[config.mk]
export PLATFORM = sky130hd
export DESIGN_NAME = vga_rect_engine
export DESIGN_NICKNAME = d
export VERILOG_FILES = /design/src/rtl/vga_draw_pkg.sv /design/src/rtl/vga_rect_walker.sv /design/src/rtl/vga_rect_engine.sv
export SDC_FILE = /design/constraint.sdc
export NUM_CORES = 1
export LEC_CHECK = 0
export ABC_AREA = 1
export BUFFER_PORTS_ARGS = -buffer_cell sky130_fd_sc_hd__buf_2
export CAP_MARGIN = 20
export CORE_AREA = 2 2 132 95
export DETAILED_ROUTE_END_ITERATION = 10
export DIE_AREA = 0 0 134 97
export PLACE_DENSITY = 0.6
export SLEW_MARGIN = 10
export SYNTH_ARGS = -nofsm -noshare
export SYNTH_HDL_FRONTEND = slang
export SYNTH_SLANG_ARGS = --single-unit
[constraint.sdc]
create_clock -name CLK -period 2.2 [get_ports CLK]
set_input_delay 0.11 -clock CLK [delete_from_list [all_inputs] [get_ports CLK]]
set_output_delay 0.11 -clock CLK [all_outputs]
set_load 0.01 [all_outputs]
[src/rtl/vga_draw_pkg.sv]
// Shared types and helpers for the framebuffer drawing engine.
//   mode_t  : command encoding on MODE
//   state_t : engine sequencing states
//   fb_addr : packs (row, col) into the 13-bit framebuffer address
package vga_draw_pkg;

  localparam int unsigned FB_COLS = 80;
  localparam int unsigned FB_ROWS = 60;
  localparam int unsigned COL_W   = 7;
  localparam int unsigned ROW_W   = 6;
  localparam int unsigned ADDR_W  = ROW_W + COL_W;
  localparam int unsigned PIX_W   = 8;

  typedef enum logic [1:0] {
    MODE_FILL   = 2'b00,
    MODE_INVERT = 2'b01,
    MODE_CLEAR  = 2'b10,
    MODE_RSVD   = 2'b11
  } mode_t;

  typedef enum logic [2:0] {
    ST_IDLE,
    ST_FILL,
    ST_INV_RD,
    ST_INV_WR,
    ST_FIN
  } state_t;

  // Framebuffer address is {row, col}; rows are 128 words apart.
  function automatic logic [ADDR_W-1:0] fb_addr(input logic [ROW_W-1:0] row,
                                                input logic [COL_W-1:0] col);
    return {row, col};
  endfunction

endpackage

[src/rtl/vga_rect_walker.sv]
// Row-major rectangle scan counter.
//   clk_i/rst_i      : clock, synchronous active-high reset
//   load_i + bounds  : latch inclusive bounds, position <- (ymin, xmin)
//   step_i           : advance one pixel (col first, then row)
//   col_o/row_o      : current position
//   last_o           : current position is (ymax, xmax)
module vga_rect_walker
  import vga_draw_pkg::*;
(
  input  logic             clk_i,
  input  logic             rst_i,
  input  logic             load_i,
  input  logic [COL_W-1:0] xmin_i,
  input  logic [COL_W-1:0] xmax_i,
  input  logic [ROW_W-1:0] ymin_i,
  input  logic [ROW_W-1:0] ymax_i,
  input  logic             step_i,
  output logic [COL_W-1:0] col_o,
  output logic [ROW_W-1:0] row_o,
  output logic             last_o
);

  logic [COL_W-1:0] col_q, col_d, xmin_q, xmin_d, xmax_q, xmax_d;
  logic [ROW_W-1:0] row_q, row_d, ymin_q, ymin_d, ymax_q, ymax_d;

  // Bound and position registers
  always_ff @(posedge clk_i) begin
    if (rst_i) begin
      col_q  <= '0;
      row_q  <= '0;
      xmin_q <= '0;
      xmax_q <= '0;
      ymin_q <= '0;
      ymax_q <= '0;
    end else begin
      col_q  <= col_d;
      row_q  <= row_d;
      xmin_q <= xmin_d;
      xmax_q <= xmax_d;
      ymin_q <= ymin_d;
      ymax_q <= ymax_d;
    end
  end

  // Load / step; row saturates at ymax so a step past the end never wraps
  always_comb begin
    col_d  = col_q;
    row_d  = row_q;
    xmin_d = xmin_q;
    xmax_d = xmax_q;
    ymin_d = ymin_q;
    ymax_d = ymax_q;
    if (load_i) begin
      xmin_d = xmin_i;
      xmax_d = xmax_i;
      ymin_d = ymin_i;
      ymax_d = ymax_i;
      col_d  = xmin_i;
      row_d  = ymin_i;
    end else if (step_i) begin
      if (col_q == xmax_q) begin
        col_d = xmin_q;
        if (row_q != ymax_q) row_d = row_q + ROW_W'(1);
      end else begin
        col_d = col_q + COL_W'(1);
      end
    end
  end

  assign col_o  = col_q;
  assign row_o  = row_q;
  assign last_o = (col_q == xmax_q) && (row_q == ymax_q);

endmodule

[src/rtl/vga_rect_engine.sv]
// Rectangle fill / invert / clear engine that owns the framebuffer port.
//   CLK, RST            : clock, synchronous active-high reset
//   MCU_WA/WD/WE/RD     : MCU framebuffer access, passed through when idle
//   X0,X1,Y0,Y1,COLOR   : rectangle corners and colour
//   MODE, START         : command and one-cycle strobe
//   BUSY, DONE          : engine owns the port / one-cycle completion pulse
//   FB_WA/WD/WE, FB_RD  : framebuffer port (read data one cycle after address)
module vga_rect_engine
  import vga_draw_pkg::*;
(
  input  logic              CLK,
  input  logic              RST,
  input  logic [ADDR_W-1:0] MCU_WA,
  input  logic [PIX_W-1:0]  MCU_WD,
  input  logic              MCU_WE,
  output logic [PIX_W-1:0]  MCU_RD,
  input  logic [COL_W-1:0]  X0,
  input  logic [COL_W-1:0]  X1,
  input  logic [ROW_W-1:0]  Y0,
  input  logic [ROW_W-1:0]  Y1,
  input  logic [PIX_W-1:0]  COLOR,
  input  logic [1:0]        MODE,
  input  logic              START,
  output logic              BUSY,
  output logic              DONE,
  output logic [ADDR_W-1:0] FB_WA,
  output logic [PIX_W-1:0]  FB_WD,
  output logic              FB_WE,
  input  logic [PIX_W-1:0]  FB_RD
);

  localparam logic [COL_W-1:0] XLIM = COL_W'(FB_COLS - 1);
  localparam logic [ROW_W-1:0] YLIM = ROW_W'(FB_ROWS - 1);

  state_t           state_q, state_d;
  mode_t            mode_q, mode_d, mode_in;
  logic [PIX_W-1:0] color_q, color_d;

  logic [COL_W-1:0] x0c, x1c, xmin, xmax, cur_col;
  logic [ROW_W-1:0] y0c, y1c, ymin, ymax, cur_row;
  logic             ld, step, last;
  logic             eng_we, busy_c, done_c;
  logic [PIX_W-1:0] eng_wd;

  assign mode_in = mode_t'(MODE);

  // Clamp, sort, and apply the full-screen override for CLEAR
  always_comb begin
    x0c  = (X0 > XLIM) ? XLIM : X0;
    x1c  = (X1 > XLIM) ? XLIM : X1;
    y0c  = (Y0 > YLIM) ? YLIM : Y0;
    y1c  = (Y1 > YLIM) ? YLIM : Y1;
    xmin = (x0c < x1c) ? x0c : x1c;
    xmax = (x0c < x1c) ? x1c : x0c;
    ymin = (y0c < y1c) ? y0c : y1c;
    ymax = (y0c < y1c) ? y1c : y0c;
    if (mode_in == MODE_CLEAR) begin
      xmin = '0;
      xmax = XLIM;
      ymin = '0;
      ymax = YLIM;
    end
  end

  vga_rect_walker u_walker (
    .clk_i  (CLK),
    .rst_i  (RST),
    .load_i (ld),
    .xmin_i (xmin),
    .xmax_i (xmax),
    .ymin_i (ymin),
    .ymax_i (ymax),
    .step_i (step),
    .col_o  (cur_col),
    .row_o  (cur_row),
    .last_o (last)
  );

  // State and latched command
  always_ff @(posedge CLK) begin
    if (RST) begin
      state_q <= ST_IDLE;
      mode_q  <= MODE_FILL;
      color_q <= '0;
    end else begin
      state_q <= state_d;
      mode_q  <= mode_d;
      color_q <= color_d;
    end
  end

  // Next state and engine port drive
  always_comb begin
    state_d = state_q;
    mode_d  = mode_q;
    color_d = color_q;
    ld      = 1'b0;
    step    = 1'b0;
    eng_we  = 1'b0;
    eng_wd  = color_q;
    busy_c  = 1'b0;
    done_c  = 1'b0;
    unique case (state_q)
      ST_IDLE: begin
        if (START) begin
          mode_d  = mode_in;
          color_d = COLOR;
          ld      = 1'b1;
          unique case (mode_in)
            MODE_FILL, MODE_CLEAR: state_d = ST_FILL;
            MODE_INVERT:           state_d = ST_INV_RD;
            default:               state_d = ST_FIN;
          endcase
        end
      end
      ST_FILL: begin
        busy_c = 1'b1;
        eng_we = 1'b1;
        step   = 1'b1;
        if (last) state_d = ST_FIN;
      end
      ST_INV_RD: begin
        busy_c  = 1'b1;
        state_d = ST_INV_WR;
      end
      ST_INV_WR: begin
        busy_c  = 1'b1;
        eng_we  = 1'b1;
        eng_wd  = ~FB_RD;
        step    = 1'b1;
        state_d = last ? ST_FIN : ST_INV_RD;
      end
      ST_FIN: begin
        done_c  = 1'b1;
        state_d = ST_IDLE;
      end
      default: state_d = ST_IDLE;
    endcase
  end

  // Port mux: engine while busy, MCU otherwise (MCU writes dropped while busy)
  always_comb begin
    if (busy_c) begin
      FB_WA = fb_addr(cur_row, cur_col);
      FB_WD = eng_wd;
      FB_WE = eng_we;
    end else begin
      FB_WA = MCU_WA;
      FB_WD = MCU_WD;
      FB_WE = MCU_WE;
    end
  end

  assign BUSY   = busy_c;
  assign DONE   = done_c;
  assign MCU_RD = FB_RD;

endmodule

==> flow_summary.yaml <==
drt:
  route.detailed.drc: 0
  drtIter0Drc: 155
  wire_per_inst_um: 12.4
  first_pass_iters: 5
  drtAntennaViolNets: 0
  vias_per_cell: 4.69
  wl_um: 9810
  num_vias: 3704
synthesis:
  avgSynthCellArea_um2: 6.29
  syn_inst: 548
  synth_top_cell_by_area: "dfxtp_1"
  ys_seq_area_frac: 0.256
  yosys_warnings: 0
  synth.area.top_cells: "dfxtp_1 (26%), nand2_1 (12%), nor2_1 (9.3%)"
  yosysMostFrequentCell: "nand2_1"
  synthFlopType: "dfxtp_1"
  synth_top_area_frac: 0.256
  synth_area_um2: 3450
  ys_async_sr_fraction: 0
  ys_ff_latch: 44
  synth_edf_count: 0
  synth_fp_nets: 629
  synth_commonest_cells: "nand2_1 (109), nor2_1 (85), inv_1 (60)"
  synth.distinct_cells: 36
place:
  gp_congestion: 0.836
  hpwl_um: 7700
  port_buffers: 100
timing:
  fmax_mhz: 522
  slew_viol_final: 0
  holdWs_ns: 0.0499
  timing.final.crit_share: 0.871
  tightest_slew_ns: 0.439
  relSlewSlack: 0.707
  setup-tns-final_ns: 0
  hold_violations: 0
  period_minus_slack_ns: 1.92
  rsz0062_at_grt: "false"
  fin_skew_ns: 0.00726
  setup_viol: 0
setup_path:
  r2r_start: "state_q[1]"
  cp.arrival_ns: 1.81
  cp_max_fo: 35
  worst_ep_required_time_ns: 2.09
  crit_start: "state_q[1]"
  start_kind: "register"
  critPathCaptureType: "primary output"
  path_class: "register to primary output"
  regToRegSetupSlack_ns: 0.42
clock_network:
  h-tree-depth: 2
  cts_sinks: 44
  cts-root-buf: "clkbuf_16"
  numCtsBuffers: 5
  cts_tree: "yes"
  cts.clk_slew.worst_paths_ns: 0.06
  cts_resized: 0
  cts_setup_buffers: 0
  clk_latency_ns: 0.29
  clockBufferDepth: 2
  ctsHoldBuffers: 0
pwr:
  irDropWorstVdd_mv: 0.346
  power_leakage_nw: 2.10
  power.density_nw_per_um2: 869
cells_and_area:
  drive_above_1_share: 0.241
  areaGrowthSynthToFinish_pct: 21.2
  diodes: 0
  nNetsFinal: 712
die:
  die_h_um: 97
  rows: 33
  ios: 101
  core_um2: 11600
  start_util: 0.297
  die-area_um2: 13000
  die_x_um: 134
global_route:
  grt_max_degree: 36
  grt_pass1_vias: 3573
  gr-usage-all-layers: 0.154
  grt_first_pass_wirelength_um: 16500
  antenna_found_initial: 0
  grt-ovfl-total: 0
job:
  maxCapViolations: 0
min_path:
  min-delay-start: "COLOR[5]"
  hold_path.class: "primary input to register"
status:
  status: "completed"
## path summary, 6_finish.rpt
| check | end | depth (start not counted) |
|---|---|---|
| hold / removal | color_q[5] | 3 |
| hold reg to reg | u_walker.xmin_q[3] | 2 |
| setup / recovery | FB_WD[7] | 7 |
| setup reg to reg | u_walker.xmax_q[2] | 9 |
## registers in the layout (all words and copies together), names as in the netlist
register / flops
color_q: 8
u_walker.xmax_q: 7
state_q: 3
u_walker.row_o: 6
u_walker.xmin_q: 7
u_walker.ymax_q: 6
u_walker.col_o: 7
## routing by layer
metal | track usage | vias up | wire length, um
met5 | 0 | - | 0
met4 | 0.0344 | 0 | 97
met3 | 0.0367 | 13 | 573
met2 | 0.256 | 106 | 4460
met1 | 0.200 | 1669 | 4680
li1 | - | 1916 | -
## area by class of cell
type	instances	area [um2]
clock inverter	1	7.51
clock buffer	7	143
inverter	62	233
timing repair buffer	110	588
fill	1240	7430
sequential	44	881
tap	157	196
multi-input combinational	408	2130
## critical path: stages, from the launching register on
cell     delay (ns)
dfxtp_1        0.39
nor2_2         0.08
nor2_2         0.32
buf_12         0.23
o21ai_0        0.10
a21oi_1        0.19
nor2_1         0.06
buf_2          0.14
## cells in the final DEF, fill, tap and decap left out
master / instances
a211oi_4: 2
a21oi_1: 49
a21oi_2: 1
a21oi_4: 1
a31oi_1: 6
buf_12: 1
buf_2: 100
buf_4: 9
clkbuf_1: 1
clkbuf_16: 5
clkbuf_8: 1
clkinvlp_4: 1
dfxtp_1: 44
ha_1: 12
inv_1: 60
inv_2: 2
mux2_2: 4
nand2_1: 109
nand2_2: 8
nand2_4: 2
nand3_1: 41
nand3_2: 4
nand3b_1: 8
nand4_1: 2
nor2_1: 84
nor2_2: 5
nor2_4: 3
nor3_1: 5
nor4_1: 1
o2111ai_1: 1
o21ai_0: 38
o21ai_1: 1
o21bai_1: 5
or2_2: 3
xnor2_1: 8
xor2_1: 5
## where the power goes
group	switching [mW]	internal, mW
Combinational	1.07	0.679
Clock	0.317	0.453
Sequential	0.154	0.958
Total	1.54	2.09
## kinds of logic after synthesis
kind of cell / after synthesis / synth area share
buf+inv: 96 / 0.127
mux: 4 / 0.0131
compound gates: 104 / 0.171
simple gates: 275 / 0.356
flops: 44 / 0.256
xor+xnor: 13 / 0.0330
fa+ha+maj: 12 / 0.0436
## per-stage QoR
stage / setup slack, ns / instance area [um2] / utilization / instances / power [mW]
detailed placement: 0.184 / 4030 / 0.347 / 781 / 2.88
finish: 0.284 / 4180 / 0.360 / 789 / 3.63
CTS: 0.258 / 4180 / 0.360 / 789 / 3.67
floorplan: 0.386 / 3450 / - / 548 / 2.38
global route: 0.156 / 4180 / 0.360 / 789 / 3.95
global placement: 0.297 / 4030 / 0.347 / 781 / 2.83
Power figures use the tool's default switching activity.
